===== src/rtl/regfile_read_ctrl_if.sv =====
// Issue-side request/response handshake plus array-side wordline, bitline and
// write-snoop signals of the register-file read controller.
interface regfile_read_ctrl_if #(
  parameter int NUM_REGS = 16,
  parameter int ADDR_W   = 4,
  parameter int WIDTH    = 16
);
  logic                req_valid;
  logic                req_ready;
  logic [ADDR_W-1:0]   src1_addr;
  logic [ADDR_W-1:0]   src2_addr;
  logic [NUM_REGS-1:0] rd_en1;
  logic [NUM_REGS-1:0] rd_en2;
  logic [WIDTH-1:0]    bitline1;
  logic [WIDTH-1:0]    bitline2;
  logic                wr_en;
  logic [ADDR_W-1:0]   wr_addr;
  logic [WIDTH-1:0]    wr_data;
  logic                rsp_valid;
  logic                rsp_ready;
  logic [WIDTH-1:0]    src1_data;
  logic [WIDTH-1:0]    src2_data;

  // Controller side
  modport slave (
    input  req_valid, src1_addr, src2_addr, bitline1, bitline2,
           wr_en, wr_addr, wr_data, rsp_ready,
    output req_ready, rd_en1, rd_en2, rsp_valid, src1_data, src2_data
  );

  // Issue logic plus register array side
  modport master (
    output req_valid, src1_addr, src2_addr, bitline1, bitline2,
           wr_en, wr_addr, wr_data, rsp_ready,
    input  req_ready, rd_en1, rd_en2, rsp_valid, src1_data, src2_data
  );
endinterface


===== src/rtl/regfile_read_ctrl.sv =====
// Two-port register-file read controller: IDLE -> DRIVE (one-hot wordlines) -> RESP.
// Optional macro REGFILE_BYPASS_EN forwards a write coincident with DRIVE into the operand.
module regfile_read_ctrl #(
  parameter int NUM_REGS = 16,
  parameter int ADDR_W   = 4,
  parameter int WIDTH    = 16
) (
  input logic                 clk,
  input logic                 rst,
  regfile_read_ctrl_if.slave  bus
);

  typedef enum logic [1:0] {
    IDLE  = 2'd0,
    DRIVE = 2'd1,
    RESP  = 2'd2
  } state_e;

  state_e            state_q, state_d;
  logic [ADDR_W-1:0] addr1_q, addr1_d;
  logic [ADDR_W-1:0] addr2_q, addr2_d;
  logic [WIDTH-1:0]  data1_q, data1_d;
  logic [WIDTH-1:0]  data2_q, data2_d;
  logic              hit1, hit2;

  function automatic logic [NUM_REGS-1:0] onehot(input logic [ADDR_W-1:0] a);
    logic [NUM_REGS-1:0] oh;
    oh = '0;
    for (int i = 0; i < NUM_REGS; i++) begin
      if (int'(a) == i) oh[i] = 1'b1;
    end
    return oh;
  endfunction

  // Register 0 and out-of-range addresses always read as zero.
  function automatic logic [WIDTH-1:0] capture(
    input logic [ADDR_W-1:0] a,
    input logic [WIDTH-1:0]  bl,
    input logic              hit,
    input logic [WIDTH-1:0]  wd
  );
    if (a == '0 || int'(a) >= NUM_REGS) return '0;
    else if (hit)                       return wd;
    else                                return bl;
  endfunction

`ifdef REGFILE_BYPASS_EN
  assign hit1 = bus.wr_en && (bus.wr_addr == addr1_q);
  assign hit2 = bus.wr_en && (bus.wr_addr == addr2_q);
`else
  assign hit1 = 1'b0;
  assign hit2 = 1'b0;
  wire unused_wr_snoop = ^{bus.wr_en, bus.wr_addr, bus.wr_data};
`endif

  always_ff @(posedge clk) begin
    if (!rst) begin
      state_q <= IDLE;
      addr1_q <= '0;
      addr2_q <= '0;
      data1_q <= '0;
      data2_q <= '0;
    end else begin
      state_q <= state_d;
      addr1_q <= addr1_d;
      addr2_q <= addr2_d;
      data1_q <= data1_d;
      data2_q <= data2_d;
    end
  end

  always_comb begin
    state_d = state_q;
    addr1_d = addr1_q;
    addr2_d = addr2_q;
    data1_d = data1_q;
    data2_d = data2_q;
    case (state_q)
      IDLE: begin
        if (bus.req_valid) begin
          addr1_d = bus.src1_addr;
          addr2_d = bus.src2_addr;
          state_d = DRIVE;
        end
      end
      DRIVE: begin
        data1_d = capture(addr1_q, bus.bitline1, hit1, bus.wr_data);
        data2_d = capture(addr2_q, bus.bitline2, hit2, bus.wr_data);
        state_d = RESP;
      end
      RESP: begin
        if (bus.rsp_ready) state_d = IDLE;
      end
      default: state_d = IDLE;
    endcase
  end

  // Outputs depend only on registered state, never on inputs.
  assign bus.req_ready = (state_q == IDLE);
  assign bus.rsp_valid = (state_q == RESP);
  assign bus.rd_en1    = (state_q == DRIVE) ? onehot(addr1_q) : '0;
  assign bus.rd_en2    = (state_q == DRIVE) ? onehot(addr2_q) : '0;
  assign bus.src1_data = data1_q;
  assign bus.src2_data = data2_q;

endmodule


===== src/flat_wrapper.sv =====
// flat-port wrapper written by rule: the top's interface ports become plain ports
module regfile_read_ctrl_flat 
#(
  parameter int NUM_REGS = 16,
  parameter int ADDR_W   = 4,
  parameter int WIDTH    = 16
)
  (clk, rst, bus_req_valid, bus_src1_addr, bus_src2_addr, bus_bitline1, bus_bitline2, bus_wr_en, bus_wr_addr, bus_wr_data, bus_rsp_ready, bus_req_ready, bus_rd_en1, bus_rd_en2, bus_rsp_valid, bus_src1_data, bus_src2_data);
  regfile_read_ctrl_if #(.NUM_REGS(NUM_REGS), .ADDR_W(ADDR_W), .WIDTH(WIDTH)) bus_i ();
  input logic clk;
  input logic rst;
  input wire logic [$bits(bus_i.req_valid)-1:0] bus_req_valid;
  input wire logic [$bits(bus_i.src1_addr)-1:0] bus_src1_addr;
  input wire logic [$bits(bus_i.src2_addr)-1:0] bus_src2_addr;
  input wire logic [$bits(bus_i.bitline1)-1:0] bus_bitline1;
  input wire logic [$bits(bus_i.bitline2)-1:0] bus_bitline2;
  input wire logic [$bits(bus_i.wr_en)-1:0] bus_wr_en;
  input wire logic [$bits(bus_i.wr_addr)-1:0] bus_wr_addr;
  input wire logic [$bits(bus_i.wr_data)-1:0] bus_wr_data;
  input wire logic [$bits(bus_i.rsp_ready)-1:0] bus_rsp_ready;
  output wire logic [$bits(bus_i.req_ready)-1:0] bus_req_ready;
  output wire logic [$bits(bus_i.rd_en1)-1:0] bus_rd_en1;
  output wire logic [$bits(bus_i.rd_en2)-1:0] bus_rd_en2;
  output wire logic [$bits(bus_i.rsp_valid)-1:0] bus_rsp_valid;
  output wire logic [$bits(bus_i.src1_data)-1:0] bus_src1_data;
  output wire logic [$bits(bus_i.src2_data)-1:0] bus_src2_data;
  assign bus_i.req_valid = bus_req_valid;
  assign bus_i.src1_addr = bus_src1_addr;
  assign bus_i.src2_addr = bus_src2_addr;
  assign bus_i.bitline1 = bus_bitline1;
  assign bus_i.bitline2 = bus_bitline2;
  assign bus_i.wr_en = bus_wr_en;
  assign bus_i.wr_addr = bus_wr_addr;
  assign bus_i.wr_data = bus_wr_data;
  assign bus_i.rsp_ready = bus_rsp_ready;
  assign bus_req_ready = bus_i.req_ready;
  assign bus_rd_en1 = bus_i.rd_en1;
  assign bus_rd_en2 = bus_i.rd_en2;
  assign bus_rsp_valid = bus_i.rsp_valid;
  assign bus_src1_data = bus_i.src1_data;
  assign bus_src2_data = bus_i.src2_data;
  regfile_read_ctrl #(.NUM_REGS(NUM_REGS), .ADDR_W(ADDR_W), .WIDTH(WIDTH)) u_core (.clk(clk), .rst(rst), .bus(bus_i));
endmodule

===== config.mk =====
export PLATFORM = sky130hd
export DESIGN_NAME = regfile_read_ctrl_flat
export DESIGN_NICKNAME = d
export VERILOG_FILES = /design/src/rtl/regfile_read_ctrl_if.sv /design/src/rtl/regfile_read_ctrl.sv /design/src/flat_wrapper.sv
export SDC_FILE = /design/constraint.sdc
export NUM_CORES = 1
export LEC_CHECK = 0
export ABC_AREA = 1
export ABC_CLOCK_PERIOD_IN_PS = 1660
export BUFFER_PORTS_ARGS = -buffer_cell sky130_fd_sc_hd__buf_2
export CORE_UTILIZATION = 44
export CTS_CLUSTER_SIZE = 16
export DETAILED_ROUTE_END_ITERATION = 6
export PLACE_DENSITY_LB_ADDON = 0.12
export SLEW_MARGIN = 30
export SYNTH_ARGS = -nofsm -noshare
export SYNTH_HDL_FRONTEND = slang
export SYNTH_SLANG_ARGS = --single-unit

===== constraint.sdc =====
create_clock -name clk -period 1.66 [get_ports clk]
set_input_delay 0.415 -clock clk [delete_from_list [all_inputs] [get_ports clk]]
set_output_delay 0.415 -clock clk [all_outputs]
set_load 0.005 [all_outputs]

## Word level (Yosys, flattened, before mapping)

Cells that the tools add are included.
Widths: inputs -> output; s select.

| cells by class | value |
|---|---|
| reduce and logical (&&, ||, !) cells | 7 |
| muxes and demuxes | 39 |
| equal/unequal tests | 34 |

Operators with widths:

| operator | number |
|---|---|
| $eq 4x4->1 const B | 16 |
| $mux 16 | 4 |
| $eq 4x3->1 const B | 8 |
| $mux 1 | 32 |
| $eq 4x2->1 const B | 4 |
| $logic_not 4->1 | 4 |
| $eq 4x1->1 const B | 2 |
| $pmux 2 s3 | 1 |
| $mux 2 | 2 |
| $ne 2x2->1 const B | 2 |
| $reduce_and 2->1 | 2 |
| $eq 2x1->1 const B | 1 |
| $eq 2x2->1 const B | 1 |
| $logic_not 2->1 | 1 |

| storage, ports and cells | value |
|---|---|
| logic and storage cells | 85 |
| input port bits | 65 |
| bits in registers | 42 |

## Depth between registers and ports, before layout

Gate-level depths: netlist of the first run.

| depth | value |
|---|---|
| word-level depth | 3 |
| mapped depth | 7 |

## Worst setup path after synthesis of the first run

Ideal clock, no wire load.

| path | value |
|---|---|
| path type | flip-flop to output port |
| start | register u_core.state_q[0] |
| end | output port bus_rd_en1[0] |
| arrival | 0.982 ns |
| stages on the path, launching flop included | 7 |
| setup slack | 0.263 ns |
| cells stage by stage | dfxtp_1 > buf_4 > inv_2 > nor2_8 > nand2_4 > nor2_8 > buf_6 |

| on the way | value |
|---|---|
| cells in the longest elaborated chain, start to end | 2 |

RTL lines:

| item | line | RTL |
|---|---|---|
| start: declaration | regfile_read_ctrl.sv:19 | `state_e state_q, state_d;` |
| start signal: assignment | regfile_read_ctrl.sv:64 | `state_q <= state_d;` |
| $eq 2x1->1 | regfile_read_ctrl.sv:101 | `assign bus.rd_en1 = (state_q == DRIVE) ? onehot(addr1_q) : '0;` |
| $mux 16 | regfile_read_ctrl.sv:101 |  |
| end: declaration | flat_wrapper.sv:22 | `output wire logic [$bits(bus_i.rd_en1)-1:0] bus_rd_en1;` |

No other way between the ends.

## Worst setup path in the final report of the first run

| path | value |
|---|---|
| start | register u_core.state_q[1] |
| end | output port bus_rd_en2[14] |

| on the way | value |
|---|---|
| cells in the longest elaborated chain, start to end | 2 |

RTL lines:

| item | line | RTL |
|---|---|---|
| $eq 2x1->1 | regfile_read_ctrl.sv:102 | `assign bus.rd_en2 = (state_q == DRIVE) ? onehot(addr2_q) : '0;` |
| $mux 16 | regfile_read_ctrl.sv:102 |  |
| end: declaration | flat_wrapper.sv:23 | `output wire logic [$bits(bus_i.rd_en2)-1:0] bus_rd_en2;` |

No other way between the ends.

==> run summary, run 1 <==
Status: finished, violations left
Violated checks: negative setup slack
Biggest area consumer among synthesized cells: dfxtp_1
CP peak stage delay: 0.37 ns
Crit path cell chain: nor2_8, buf_12, nand3_4, nor2_2, buf_2
Initial core utilization: 46.88%
Synth cell types: 18
Area growth syn-to-layout: 37.01%
Ys Warns: 0
Antenna violations before repair: 0
Final Setup Violations: 1
Core area: 4817 sq um
Cell count after synthesis: 356
Hold_buf cts: 0
Syn Area/Cell: 6.344 sq um
CP endpoint kind: primary output
Die W: 73.65 microns
Cts bufs inserted: 5
Num ports: 131
CP Max Fanout: 4
Fin crit share: 100.7%
Clk root buf: clkbuf_8
WP buf/inv: 2
Clock Pin Slew Worst Setup and Hold Paths: 0.08 ns
Fillers: 493
Worst hold start: bus_rsp_ready
Die area: 5424 sq um
Most common cell in the netlist: nor2_1
CP required: 1.24 ns
Fraction of registers with async set/reset: 0%
Dominant cells by area after synthesis: dfxtp_1 (37%), nand3_1 (15%), nor2_1 (13%), inv_1 (12%), nand2_1 (8.0%)
DRC: 0
Clock sink total: 42
Ys flop type: dfxtp_1
Final hold vios: 0
Final wirelength: 5426 microns
Startpoint Class: register
Pin count of the biggest net entering global routing: 42
Synth top area share: 37.23%
Number of global-route vias before repair: 1,902
Share of layout cells above drive strength 1: 34.77%
Cell area after synthesis: 2258 sq um
Worst setup margin: -0.01208 ns
CTS HTree Levels: 2
# nets final: 527
GRT Util Overall: 19.20%
Cell family with most CP delay: flip-flops
Worst vdd ir: 0.5311 mV
Crit path DAT: 1.26 ns
Vias/cell: 4.489
TritonCTS clock tree: done
R2r setup slk: 0.41 ns
Number of synthesized register bits: 42
Drt first pass iters: 4
Initial detailed-routing violation count: 103
Most frequent cells after synthesis: nor2_1 (78), inv_1 (71), nand3_1 (68), nand2_1 (48), dfxtp_1 (42)
Number of synthesized flops with an enable pin: 0
Antenna Nets Post-Route: 0
Power density over cell area: 757.9 nW/um^2
Maxcap violations: 0
Mapped Nets: 421
Tot Pwr: 2.345 mW
Via count: 2,379
Hold endpoint: u_core.state_q[1]$_SDFFE_PN0P_
Final Critical Period: 1.672 ns
CTS Buffer Depth: 2
RR Endpoint: u_core.addr1_q[0]$_SDFFE_PN0P_
RR Startpoint: u_core.state_q[0]$_SDFFE_PN0P_
Core Util, Final: 64.23%
Worst Tran Pin Value: 0.3226 ns
Post-synthesis sequential area ratio: 37.23%
Routability cong.: 0.7552
FP Rows: 25
Global-route wire length before repair: 8273 microns
Fmax: 0.5981 GHz
Worst r2r path cells: 6
Max-slew violations: 0
Hold depth: 4
Drt wl/cell: 10.24 microns
Hpwl dp: 3724 microns
Die height: 73.65 microns
Total grt overflow: 0
Slew headroom: 78.46%
Final setup TNS: -0.01208 ns
RSZ-0062 raised after global routing: true
Crit path kind: reg2out
Worst skew pair latency: 0.28 ns
Cell leakage power: 1.797 nW
IO buf count: 109
Skew final: 0.004799 ns
CP max-delay cell: dfxtp_4
ANT cells: 0
Pre-CTS setup slack: 0.2617 ns
Worst Hold Class: in2reg
-- layer usage --
metal	routed length, microns	vias up	global-route usage [%]	share of wire [%]
met3	261	5	3.704	4.8
met5	0	-	0	0
met1	2465	1036	23.52	45
li1	-	1276	-	-
met2	2656	62	34.45	49
met4	43	0	4.487	0.79
-- kinds of logic (layout without fill, tap and decap cells) --
family / after synthesis / count (layout) / share of synthesized area, %
DFF: 42 / 42 / 37.23
AOI/OAI and AO/OA: 9 / 9 / 1.994
and+or+nand+nor: 211 / 211 / 43.44
buffers and inverters: 94 / 201 / 17.34
-- metrics by stage --
| stage | std cells | hold slack, ns | area, sq um |
|---|---|---|---|
| 6_report | 530 | 0.3798 | 3094 |
| 5_1_grt | 530 | 0.4025 | 3094 |
| 4_1_cts | 528 | 0.3854 | 2940 |
| 3_5_place_dp | 520 | 0.5079 | 2846 |
| 3_3_place_gp | 520 | 0.5069 | 2846 |
| 2_1_floorplan | 356 | 0.4966 | 2258 |
-- worst max path at each step --
stage	from	to	slack, ns	cells past startpoint
finish	u_core.state_q[1]$_SDFFE_PN0P_	bus_rd_en2[14]	-0.01	5
global route	u_core.state_q[0]$_SDFFE_PN0P_	bus_rd_en2[14]	-0.06	6
CTS	u_core.state_q[0]$_SDFFE_PN0P_	bus_rd_en1[9]	-0.05	5
detailed placement	u_core.state_q[1]$_SDFFE_PN0P_	bus_rd_en1[9]	0.26	4
global placement	u_core.state_q[1]$_SDFFE_PN0P_	bus_rd_en1[10]	0.27	4
floorplan	u_core.state_q[0]$_SDFFE_PN0P_	bus_rd_en1[0]	0.26	6
-- tightest hold or removal path, stage by stage --
cell	delay, ns
buf_2	0.07
inv_1	0.03
nand2_1	0.06
a21oi_1	0.05
-- where the power goes --
part | total (mW) | switching [mW] | leakage [nW] | internal (mW)
clock network | 0.661 | 0.325 | 0.0482 | 0.336
registers | 1.15 | 0.0572 | 0.348 | 1.09
logic | 0.539 | 0.307 | 1.40 | 0.231
-- placed cells by master, fill, tap and decap left out, types with 6 or more instances in the layout --
master / n
inv_1: 71
buf_4: 6
clkbuf_8: 6
nand3b_1: 8
nand2_1: 46
dfxtp_1: 36
a21oi_1: 9
buf_2: 109
nor2_1: 67
nor2_2: 11
nand3_1: 64
-- sequential cells by signal (all words and copies together), names as in the netlist --
signal and count:
u_core.addr1_q 4, u_core.state_q 2, u_core.addr2_q 4, u_core.bus.src2_data 16, u_core.bus.src1_data 16
-- what timing repair did --
action	CTS	global route
hold endpoints to repair	0	0
setup endpoints to repair	26	33
resized for setup	2	33
pin swaps	1	6
buffers inserted	0	2
-- area by class of cell --
cell class	instances	area (sq um)	area share (%)
inverter	74	277.8	8.977
sequential	42	855.8	27.66
timing repair buffer	119	661.9	21.39
clock inverter	1	5.005	0.1617
clock buffer	7	86.33	2.790
tap	67	83.83	2.709
multi-input combinational	220	1124	36.31
Power figures use the tool's default switching activity.
==> run 2, diff against run 1 <==
--- a/config.mk
+++ b/config.mk
@@ -12,6 +12,7 @@
 export CTS_CLUSTER_SIZE = 16
 export DETAILED_ROUTE_END_ITERATION = 6
 export PLACE_DENSITY_LB_ADDON = 0.12
+export REMOVE_ABC_BUFFERS = 1
 export SLEW_MARGIN = 30
 export SYNTH_ARGS = -nofsm -noshare
 export SYNTH_HDL_FRONTEND = slang
==> run summary, run 2 (synthesis results as in run 1) <==
Status: finished, violations left
Violated checks: negative setup slack
Hpwl dp: 3773 microns (+1.3%)
CP peak stage delay: 0.38 ns (about the same)
Final wirelength: 5572 microns (+2.7%)
Final Critical Period: 1.679 ns (+0.006749 ns)
Via count: 2,402 (+0.97%)
Pin count of the biggest net entering global routing: 42 (unchanged)
Worst vdd ir: 0.4317 mV (-19%)
Clk root buf: clkbuf_8
CTS HTree Levels: 2 (unchanged)
Core area: 4817 sq um (unchanged)
CP Depth: 4 (-1)
RR Endpoint: u_core.bus.src1_data[15]$_SDFFE_PN0N_
Skew final: 0.008874 ns (+0.004074 ns)
Crit path cell chain: nor2_8, nand3_4, nor2_2, buf_2
Most frequent cells in the layout: buf_2 (107), inv_1 (71), nor2_1 (69), nand3_1 (64), nand2_1 (48)
Worst hold margin: 0.3640 ns (-0.01582 ns)
Worst Hold Class: in2reg
Worst hold start: bus_rsp_ready
Area growth syn-to-layout: 35.12%
Tot Pwr: 2.471 mW (+5.4%)
Antenna Nets Post-Route: 0 (unchanged)
Pre-CTS setup slack: 0.2547 ns (-0.006999 ns)
Cell family with most CP delay: simple AND/OR/NAND/NOR gates
Hold depth: 4 (unchanged)
Vias/cell: 4.532 (+0.97%)
RR Startpoint: u_core.state_q[0]$_SDFFE_PN0P_
RSZ-0062 raised after global routing: true
Antenna violations before repair: 0 (unchanged)
Worst skew pair latency: 0.29 ns (about the same)
R2r setup slk: 0.37 ns (-0.04 ns)
Clock sink total: 42 (unchanged)
Final setup TNS: -0.02643 ns (-0.01434 ns)
FP Rows: 25 (unchanged)
Dpl cell area: 2854 sq um (+0.26%)
GRT Util Overall: 20.30% (+1.1 points)
Worst r2r path cells: 6 (unchanged)
Core Util, Final: 63.35% (-0.88 points)
Total grt overflow: 0 (unchanged)
Drt wl/cell: 10.51 microns (+2.7%)
Crit path DAT: 1.26 ns (about the same)
Max-slew violations: 0 (unchanged)
Global-route wire length before repair: 8569 microns (+3.6%)
Placed cells: 521 (+0.19%)
ANT cells: 0 (unchanged)
Fin crit share: 101.1% (+0.41 points)
Initial detailed-routing violation count: 123 (+19%)
Startpoint Class: register
Maxcap violations: 0 (unchanged)
# nets final: 527 (unchanged)
Clock Pin Slew Worst Setup and Hold Paths: 0.08 ns (about the same)
Final Setup Violations: 4 (+3)
Power density over cell area: 809.7 nW/um^2 (+6.8%)
Initial core utilization: 46.88% (unchanged)
Most common cell after layout, fill and taps aside: buf_2
Final hold vios: 0 (unchanged)
Non-filler cells, final: 530 (unchanged)
CP Max Fanout: 8 (+4)
Routability cong.: 0.8018 (+6.2%)
CP max-delay cell: dfxtp_4
Cell leakage power: 1.779 nW (-0.98%)
WP buf/inv: 1 (-1)
TritonCTS clock tree: done
Drt first pass iters: 4 (unchanged)
IO buf count: 109 (unchanged)
Fmax: 0.5957 GHz (-0.40%)
Slew headroom: 74.69% (-3.8 points)
CP required: 1.24 ns (about the same)
Crit path kind: reg2out
Share of layout cells above drive strength 1: 33.48% (-1.3 points)
Die height: 73.65 microns (unchanged)
Worst setup margin: -0.01883 ns (-0.006749 ns)
CP endpoint kind: primary output
CTS Buffer Depth: 2 (unchanged)
Cts bufs inserted: 5 (unchanged)
Number of global-route vias before repair: 2,016 (+6.0%)
Post-route cell area: 3052 sq um (-1.4%)
Die area: 5424 sq um (unchanged)
DRC: 0 (unchanged)
Hold endpoint: u_core.state_q[1]$_SDFFE_PN0P_
Die W: 73.65 microns (unchanged)
Worst Tran Pin Value: 0.3796 ns (+0.05705 ns)
Num ports: 131 (unchanged)
[run 2: what timing repair did]
action,in CTS,in global routing
hold buffers,0,0
resized for setup,9,15
endpoints found under the hold margin,0,0
endpoints found under the setup margin,23,34
pin swaps,1,2
setup buffers,0,1
[run 2: layer usage]
| metal | up-vias | track usage (%) | part of all wire, % |
|---|---|---|---|
| met1 | 1056 | 24.72 | 46 |
| met2 | 66 | 34.25 | 48 |
| met3 | 4 | 4.938 | 5.2 |
| met4 | 0 | 8.120 | 0.84 |
| met5 | - | 0 | 0 |
| li1 | 1276 | - | - |
[run 2: power breakdown]
part	leakage (nW)	switching, mW	total, mW	internal (mW)
Sequential	0.347	0.0547	1.14	1.09
Combinational	1.38	0.302	0.524	0.222
Clock	0.0514	0.355	0.804	0.449
[run 2: tightest hold or removal path: cells and delay by family]
kind	cells	cell delay [ns]
compound gates	1	0.05
simple gates	1	0.05
buf+inv	2	0.10
[run 2: final cells by class]
| type | count | area, sq um |
|---|---|---|
| fillers | 495 | 1765 |
| multi-input cells | 220 | 1086 |
| flip-flops and latches | 42 | 848.3 |
| repair buffers | 119 | 645.6 |
| inverters | 74 | 277.8 |
| well taps | 67 | 83.83 |
| clock buffers | 6 | 72.57 |
| clock inverters | 2 | 37.54 |
[run 2: worst max path at each step]
stage	slack, ns	from	end
floorplan	-0.24	u_core.state_q[0]$_SDFFE_PN0P_	bus_rd_en1[0]
detailed placement	0.25	u_core.state_q[1]$_SDFFE_PN0P_	bus_rd_en2[10]
global route	-0.11	u_core.state_q[1]$_SDFFE_PN0P_	bus_rd_en2[9]
finish	-0.02	u_core.state_q[1]$_SDFFE_PN0P_	bus_rd_en2[9]
CTS	-0.02	u_core.state_q[0]$_SDFFE_PN0P_	bus_rd_en2[6]
global placement	0.27	u_core.state_q[1]$_SDFFE_PN0P_	bus_rd_en1[11]
==> run 3, diff against run 2 <==
--- a/config.mk
+++ b/config.mk
@@ -11,7 +11,7 @@
 export CORE_UTILIZATION = 44
 export CTS_CLUSTER_SIZE = 16
 export DETAILED_ROUTE_END_ITERATION = 6
-export PLACE_DENSITY_LB_ADDON = 0.12
+export PLACE_DENSITY = 0.76
 export REMOVE_ABC_BUFFERS = 1
 export SLEW_MARGIN = 30
 export SYNTH_ARGS = -nofsm -noshare
==> run summary, run 3 (synthesis results as in run 1) <==
Status: finished, violations left
Violated checks: negative setup slack
Vias/cell: 4.551 (+0.42%)
Hold_buf cts: 0 (unchanged)
ANT cells: 0 (unchanged)
Cts bufs inserted: 5 (unchanged)
Fmax: 0.5957 GHz (about the same)
Die area: 5424 sq um (unchanged)
Final Setup Violations: 9 (+5)
Number of global-route vias before repair: 2,078 (+3.1%)
WP buf/inv: 1 (unchanged)
Combinational power share: 22.2% (+1.0 points)
Final Critical Period: 1.679 ns (-0.00007920 ns)
Most common cell after layout, fill and taps aside: buf_2
Clock Pin Slew Worst Setup and Hold Paths: 0.08 ns (about the same)
CP Max Fanout: 8 (unchanged)
Skew final: 0.009347 ns (+0.0004736 ns)
Critical Path Start: u_core.state_q[1]$_SDFFE_PN0P_
Cell family with most CP delay: simple AND/OR/NAND/NOR gates
Via count: 2,412 (+0.42%)
Num ports: 131 (unchanged)
Worst hold margin: 0.3607 ns (-0.003242 ns)
Final setup TNS: -0.07663 ns (-0.05020 ns)
Fin crit share: 101.1% (about the same)
Drt first pass iters: 4 (unchanged)
CTS Buffer Depth: 2 (unchanged)
Die W: 73.65 microns (unchanged)
Routability cong.: 0.7802 (-2.7%)
CP peak stage delay: 0.37 ns (about the same)
Pin count of the biggest net entering global routing: 42 (unchanged)
Fillers: 492 (-0.61%)
IO buf count: 109 (unchanged)
Worst vdd ir: 0.4809 mV (+11%)
RR Startpoint: u_core.state_q[1]$_SDFFE_PN0P_
Placed cells: 521 (unchanged)
Worst Tran Pin Value: 0.3671 ns (-0.01251 ns)
Crit path DAT: 1.26 ns (about the same)
Crit path cell chain: nor2_8, nand2_1, nor2_1, buf_2
Core area: 4817 sq um (unchanged)
Most frequent cells in the layout: buf_2 (108), inv_1 (71), nor2_1 (70), nand3_1 (64), nand2_1 (48)
Antenna Nets Post-Route: 0 (unchanged)
Internal Power: 1.645 mW (-6.5%)
Worst skew pair latency: 0.29 ns (about the same)
Startpoint Class: register
CTS HTree Levels: 2 (unchanged)
CP required: 1.24 ns (about the same)
FP Rows: 25 (unchanged)
CP max-delay cell: dfxtp_4
Initial detailed-routing violation count: 92 (-25%)
DRC: 0 (unchanged)
Tot Pwr: 2.332 mW (-5.6%)
Final hold vios: 0 (unchanged)
Area growth syn-to-layout: 33.74%
Net Switching: 0.6870 mW (-3.5%)
Drt wl/cell: 10.12 microns (-3.7%)
Core Util, Final: 62.70% (-0.65 points)
Clock sink total: 42 (unchanged)
Worst hold start: bus_rsp_ready
Worst Hold Class: in2reg
CP endpoint kind: primary output
Crit path kind: reg2out
Total grt overflow: 0 (unchanged)
Sequential Power Share: 49.0% (+2.7 points)
Die height: 73.65 microns (unchanged)
R2r setup slk: 0.37 ns (about the same)
Share of layout cells above drive strength 1: 33.48% (unchanged)
GRT Util Overall: 20.30% (unchanged)
Slew headroom: 75.52% (+0.83 points)
Global-route wire length before repair: 8714 microns (+1.7%)
Final wirelength: 5364 microns (-3.7%)
Cell leakage power: 1.776 nW (-0.17%)
Antenna violations before repair: 0 (unchanged)
RSZ-0062 raised after global routing: true
Initial core utilization: 46.88% (unchanged)
Non-filler cells, final: 530 (unchanged)
Switching Fraction: 29.46% (+0.66 points)
Clk root buf: clkbuf_8
Hpwl dp: 3806 microns (+0.85%)
Max-slew violations: 0 (unchanged)
Worst setup margin: -0.01875 ns (+0.00007920 ns)
Maxcap violations: 0 (unchanged)
Power density over cell area: 772.1 nW/um^2 (-4.7%)
TritonCTS clock tree: done
Clock power share: 28.8% (-3.7 points)
# nets final: 527 (unchanged)
-- run 3: stage by stage --
step	setup slack, ns	area [sq um]
final	-0.01875	3020
after global placement	0.2741	2854
after floorplan	-0.2362	2145
after CTS	-0.03777	2978
after global routing	-0.1004	3020
after detailed placement	0.2516	2854
-- run 3: layout make-up --
type	count	area (sq um)	area share [%]
repair buffers	119	639.4	21.17
inverters	74	277.8	9.196
clock buffers	7	86.33	2.858
flip-flops and latches	42	849.6	28.13
well taps	67	83.83	2.775
multi-input cells	220	1079	35.71
clock inverters	1	5.005	0.1657
-- run 3: metal layers --
layer / wire (microns) / global-route usage (%) / part of all wire [%] / vias to the layer above
li1: - / - / - / 1278
met1: 2368 / 24.05 / 44 / 1058
met3: 385 / 6.584 / 7.2 / 5
met5: 0 / 0 / 0 / -
met4: 35 / 4.487 / 0.65 / 0
met2: 2575 / 35.58 / 48 / 71
-- run 3: worst paths after layout --
kind,endpoint,depth (start not counted)
worst max register to register,u_core.bus.src2_data[6]$_SDFFE_PN0N_,6
worst min register to register,u_core.addr2_q[1]$_SDFFE_PN0P_,2
worst min-delay path,u_core.state_q[1]$_SDFFE_PN0P_,4
worst max-delay path,bus_rd_en2[5],4
-- run 3: tightest hold or removal path, stage by stage --
cell and delay [ns]:
buf_2 0.07, inv_1 0.03, nand2_1 0.05, a21oi_1 0.05
-- run 3: power groups by stage --
stage	Combinational, mW	Sequential (mW)	Clock, mW
floorplan	0.273	1.17	0
global placement	0.494	1.16	0
detailed placement	0.505	1.16	0
CTS	0.513	1.14	0.693
global route	0.590	1.15	0.745
finish	0.517	1.14	0.671
-- run 3: repair_timing --
action,CTS,global route
gates resized for setup,9,13
endpoints found under the setup margin,27,34
pin swaps,1,1
setup buffers,0,1
